===== src/rtl/busca_decodificacao.sv =====
// Fetch/decode stage: reads 8-bit words from a synchronous instruction memory and
// presents opcode/immediate/PC downstream behind a valid/ready handshake.
module busca_decodificacao #(
  parameter int                    LARGURA_PC  = 8,
  parameter logic [LARGURA_PC-1:0] PC_INICIAL  = '0,
  parameter logic [2:0]            OPCODE_HALT = 3'b111
) (
  input  logic                  Clock,
  input  logic                  Resetn,
  input  logic                  Habilita,
  output logic                  Mem_Le,
  output logic [LARGURA_PC-1:0] Mem_Endereco,
  input  logic [7:0]            Mem_Dado,
  input  logic                  Desvio,
  input  logic [LARGURA_PC-1:0] Desvio_Alvo,
  output logic                  Saida_Valido,
  input  logic                  Saida_Pronto,
  output logic [2:0]            Opcode,
  output logic [4:0]            Imediato,
  output logic [LARGURA_PC-1:0] PC_Instr,
  output logic                  Parado,
  output logic [2:0]            Estado
);

  typedef enum logic [2:0] {
    OCIOSO  = 3'd0,
    BUSCA   = 3'd1,
    ESPERA  = 3'd2,
    ENTREGA = 3'd3,
    PARADO  = 3'd4
  } estado_t;

  // Handshake: an instruction is transferred on a rising edge where
  // Saida_Valido and Saida_Pronto are both high; the payload holds until then.

  estado_t               estado;
  estado_t               proximo;
  logic [LARGURA_PC-1:0] pc;
  logic [7:0]            ir;
  logic                  desvio_ativo;

  always_comb begin
    proximo      = estado;
    desvio_ativo = Desvio && (estado inside {BUSCA, ESPERA, ENTREGA});
    case (estado)
      OCIOSO:  if (Habilita) proximo = BUSCA;
      BUSCA:   proximo = ESPERA;
      ESPERA:  proximo = ENTREGA;
      ENTREGA: if (Saida_Pronto)
                 proximo = (ir[7:5] == OPCODE_HALT) ? PARADO : BUSCA;
      PARADO:  proximo = PARADO;
      default: proximo = OCIOSO;
    endcase
    // A redirect overrides every transition, including the one into PARADO.
    if (desvio_ativo) proximo = BUSCA;
  end

  always_ff @(posedge Clock or negedge Resetn) begin
    if (!Resetn) begin
      estado       <= OCIOSO;
      pc           <= PC_INICIAL;
      ir           <= 8'h00;
      PC_Instr     <= '0;
      Mem_Le       <= 1'b0;
      Saida_Valido <= 1'b0;
      Parado       <= 1'b0;
    end else begin
      estado       <= proximo;
      Mem_Le       <= (proximo == BUSCA);
      Saida_Valido <= (proximo == ENTREGA);
      Parado       <= (proximo == PARADO);
      // On redirect the word returning from memory is dropped; IR keeps the old one.
      if (desvio_ativo) begin
        pc <= Desvio_Alvo;
      end else if (estado == ESPERA) begin
        ir       <= Mem_Dado;
        PC_Instr <= pc;
        pc       <= pc + LARGURA_PC'(1);
      end
    end
  end

  assign Mem_Endereco = pc;
  assign Opcode       = ir[7:5];
  assign Imediato     = ir[4:0];
  assign Estado       = estado;

endmodule


===== config.mk =====
export PLATFORM = sky130hd
export DESIGN_NAME = busca_decodificacao
export DESIGN_NICKNAME = d
export VERILOG_FILES = /design/src/rtl/busca_decodificacao.sv
export SDC_FILE = /design/constraint.sdc
export NUM_CORES = 1
export LEC_CHECK = 0
export BUFFER_PORTS_ARGS = -buffer_cell sky130_fd_sc_hd__clkbuf_2
export CAP_MARGIN = 25
export CORE_AREA = 4 4 66 62
export DETAILED_ROUTE_END_ITERATION = 6
export DIE_AREA = 0 0 70 66
export GPL_TIMING_DRIVEN = 0
export MAX_ROUTING_LAYER = met4
export PLACE_DENSITY = 0.69
export SYNTH_ARGS = -nofsm -noshare
export SYNTH_HDL_FRONTEND = slang
export SYNTH_SLANG_ARGS = --single-unit

===== constraint.sdc =====
create_clock -name Clock -period 1.9 [get_ports Clock]
set_input_delay 0.38 -clock Clock [delete_from_list [all_inputs] [get_ports Clock]]
set_output_delay 0.38 -clock Clock [all_outputs]
set_load 0.1 [all_outputs]

After elaboration in Yosys (flattened, before gate mapping)
Index checks and enable logic that the tools add are counted.

word-level totals
  register bits after elaboration = 30
  output and inout bits = 30

operators by class
  add/subtract/negate cells = 1
  equality and inequality tests = 8
  multiplexer cells = 7
  bitwise operators = 1
  reduce and logical (&&, ||, !) cells = 5

operator list
  operator                                                                count
  8-bit 2-to-1 mux                                                        2
  3-bit one-hot mux with 5 select lines                                   1
  3-bit 2-to-1 mux                                                        4
  3-bit by 2-bit equality test with 1-bit output (second input constant)  3
  3-bit equality test (second input constant)                             3
  8-bit by 1-bit adder with 8-bit output (second input constant)          1
  3-bit by 1-bit equality test with 1-bit output (second input constant)  2
  3-bit logical NOT                                                       1
  3-bit nonzero test                                                      1
  2-bit AND reduction                                                     1
  2-bit nonzero test                                                      1
  1-bit logical AND                                                       1
  1-bit inverter                                                          1

Longest topological paths before layout
  depth after elaboration = 6
  mapped depth = 6
  depth with buffers taken out = 5

Least setup slack after synthesis
Ideal clock, no wire load.

  path kind = register -> register
  start = register estado[0], in the netlist Estado[0]
  end = register pc[5], in the netlist Mem_Endereco[5]
  setup time = 68 ps
  arrival = 2,244 ps
  data required time = 1,832 ps
  path slack = -411 ps
  cell stages (with the launch flop) = 6
  period minus slack after synthesis = 2,311 ps
  path through = dfrtp_1 buf_2 or4b_4 or4_1 o21ai_0 a221o_2

on the way
  word-level cells in the longest chain between the ends = 4
  elaborated cells between the ends (all ways) = 7

RTL lines
  what                                                                          RTL line  RTL
  start, declared                                                               36        estado_t estado;
  start signal, assigned                                                        68        estado <= proximo;
  3-bit by 1-bit equality test with 1-bit output, or another cell as far along  44        desvio_ativo = Desvio && (estado inside {BUSCA, ESPERA, ENTREGA});
  3-bit nonzero test                                                            44
  1-bit logical AND                                                             44
  8-bit 2-to-1 mux or 2-bit nonzero test (tied branches)                        n/a
  end signal, assigned                                                          74        pc <= Desvio_Alvo;
  end signal, assigned                                                          78        pc <= pc + LARGURA_PC'(1);
  end, declared                                                                 38        logic [LARGURA_PC-1:0] pc;

Several ways; a longest one is shown, not always the timed one.
A chain may end at the register's enable or synchronous reset.

Worst setup path in the final report
  start = register estado[2], in the netlist Estado[2]
  end = register pc[5], in the netlist Mem_Endereco[5]

The elaborated chain is that of the path after synthesis.

==> run metrics <==
outcome complete, no violations; Max Root-Sink Buffers 2; H-tree Lvls 2; WP data required 2120 ps; RSZ-0062 raised after global routing false; Worst Tran Pin Value around 740 ps; DRT Pass-1 Iters 4; post-route antenna net violation count 0; Main synth FF type dfrtp_1; Clock Skew 3.80 ps; Core Region 3350 um^2; fin util 52.4%; post-synth cell types 29; chip height 66 um; endpoints failing hold 0; Ant. Diodes 0; dpl ws -280 ps; Synth Net Count roughly 160; Seq/Total Area, Yosys 57.1%; placed insts 235; CTS Buf Count 5; GRT Resource Usage Total 15.6%; Worst Setup Slack, final 88.4 ps; cell area after synthesis 1310 um^2; CP top delay family simple AND/OR/NAND/NOR gates; pin count of the biggest net entering global routing 31; asr flop ratio synth 100%; Reg2Reg Depth 5; worst setup path startpoint Estado[2]; Setup-failing EPs final 0; starting density of the core 39.2%; CP peak stage delay 530 ps; share of cells above drive strength 1 35.8%; clk sinks 30; CTS tree yes; Area growth syn-to-layout 33.6%; count of cell instances traversed by the critical path 5; setup tns final 0 ps; DR DRC count 0; Root Driver clkbuf_8; CP Max Fanout 7; crit share post-route a little over nine tenths; antenna violations before repair 0; vias in the first global route 1172; synthesized flop and latch total 30; last element of the critical path Mem_Endereco[5]; grt ovf 0; Finished Layout Cells ~250; first-pass GRT wire length roughly 5.4 mm; Routed WL approximately 3.2 mm; Worst setup SP type flip-flop; vias per cell 4.77; Reg2Reg Capture Point Mem_Endereco[5]; port bufs 50; number of synthesized flops with an enable pin 0; maximum clock rate 552 MHz; Top-Level Pins 51; WS Path Type flip-flop to flip-flop; DIE WIDTH roughly 70 um; CP Data Arrival Time 2030 ps; HPWL after DPL 2.35 mm; nets@finish 222; Critical R2R Launch Estado[2]; Slew headroom 50.6%; worst-path cell chain buf_6 > or4b_4 > or4_1 > o21ai_1 > a221o_2; YS warnings 0; Hold-fix buffers, CTS 0; Avg Cell Area, Syn 9.38 um^2; min Tclk post-route 1810 ps; # rows 20; drt wl/cell approximately 13 um; gpl congestion 0.725; FF-to-FF setup slack a little under 90 ps; Buffers & Inverters on Critical Path 1; Final Max Tran Viols 0; CP max-delay cell or4b_4; clock latency on the worst-skew pair roughly 280 ps; DR iter-0 viols 49; clk slew on worst S/H paths 60 ps; Max-Cap Viols 0; Hold Path Class input port to async pin; Synth Instances 140; Die ar. 4620 um^2; via count 1168; kind of end point of the critical path flip-flop
[registers in the layout, summed over array words and instances (netlist names)]
name,count
Mem_Endereco,8
PC_Instr,8
ir,8
Estado,3
Mem_Le,1
Parado,1
Saida_Valido,1
[cells by family after synthesis]
family          synth area share, %
compound gates                 9.62
xor+xnor                       2.00
fa+ha+maj                     0.952
buf+inv                        2.38
flops                          57.1
mux                           0.762
simple gates                   27.1
[area by class of cell]
class / instances / area (um^2)
multi-input combinational: 104 / 541
clock inverter: 1 / 5.00
clock buffer: 7 / 86.3
timing repair buffer: 54 / 278
buffer: 4 / 23.8
sequential: 30 / 763
inverter: 1 / 3.75
fill: 334 / 1600
tap: 44 / 55.1
[what timing repair did]
action                     in CTS  in global routing
resized for setup               1                  3
buffers inserted                3                  0
setup endpoints to repair      12                  3
pin swaps                       1                  1
[placed cells by master (no fill, tap or decap), drive strengths merged]
cell type	instances
nor3b	1
dfrtp	30
nand3	2
xor2	1
inv	1
nor4	1
nand2	58
nor4b	1
or4	1
a22oi	2
and2	2
a221o	1
nor2	6
xnor2	2
nand2b	2
a21oi	1
o311ai	2
ha	1
clkinv	1
clkbuf	59
and3	2
o21ai	8
nand4	3
o31ai	2
or4b	1
mux2i	1
o211ai	3
buf	6
[per-layer routing]
layer  wire length (um)  track usage, %  share of wire (%)  vias to the layer above
met3                175            4.41                5.4                       11
met2               1450            23.8                 45                       39
met5                  0               -                  0                        -
met1               1530            18.9                 47                      529
li1                   -               -                  -                      589
met4                 85            8.61                2.6                        0
[cell usage after synthesis (2+ instances only)]
cell	instances	area share, %
nor2_1	6	1.7
o31ai_1	2	1.1
and3_1	2	0.95
dfrtp_1	30	57
a22oi_1	2	1.1
o21ai_0	8	3.0
o211ai_1	3	1.7
nand2_1	58	17
xnor2_1	2	1.3
nand2b_1	2	0.95
clkbuf_1	3	0.86
o311ai_0	2	1.3
nand3_1	2	0.76
nand4_1	3	1.4
[how the worst min path moves through the flow]
stage                start          end  slack (ps)  depth (start not counted)
2_1_floorplan       Resetn    Estado[1]          80                          0
3_3_place_gp   PC_Instr[6]  PC_Instr[6]         460                          2
3_5_place_dp         ir[2]        ir[2]         460                          2
4_1_cts             Resetn  PC_Instr[7]         170                          1
5_1_grt             Resetn  PC_Instr[7]         210                          1
6_report            Resetn  PC_Instr[7]         150                          1
[through the flow]
step | hold WS (ps) | instance area [um^2]
2_1_floorplan | 84.4 | 1330
3_3_place_gp | 460 | 1640
3_5_place_dp | 461 | 1640
4_1_cts | 173 | 1770
5_1_grt | 209 | 1760
6_report | 152 | 1760
Power is not shown: default switching activity piles up to over one toggle a cycle in this logic, so the estimate is an artifact.
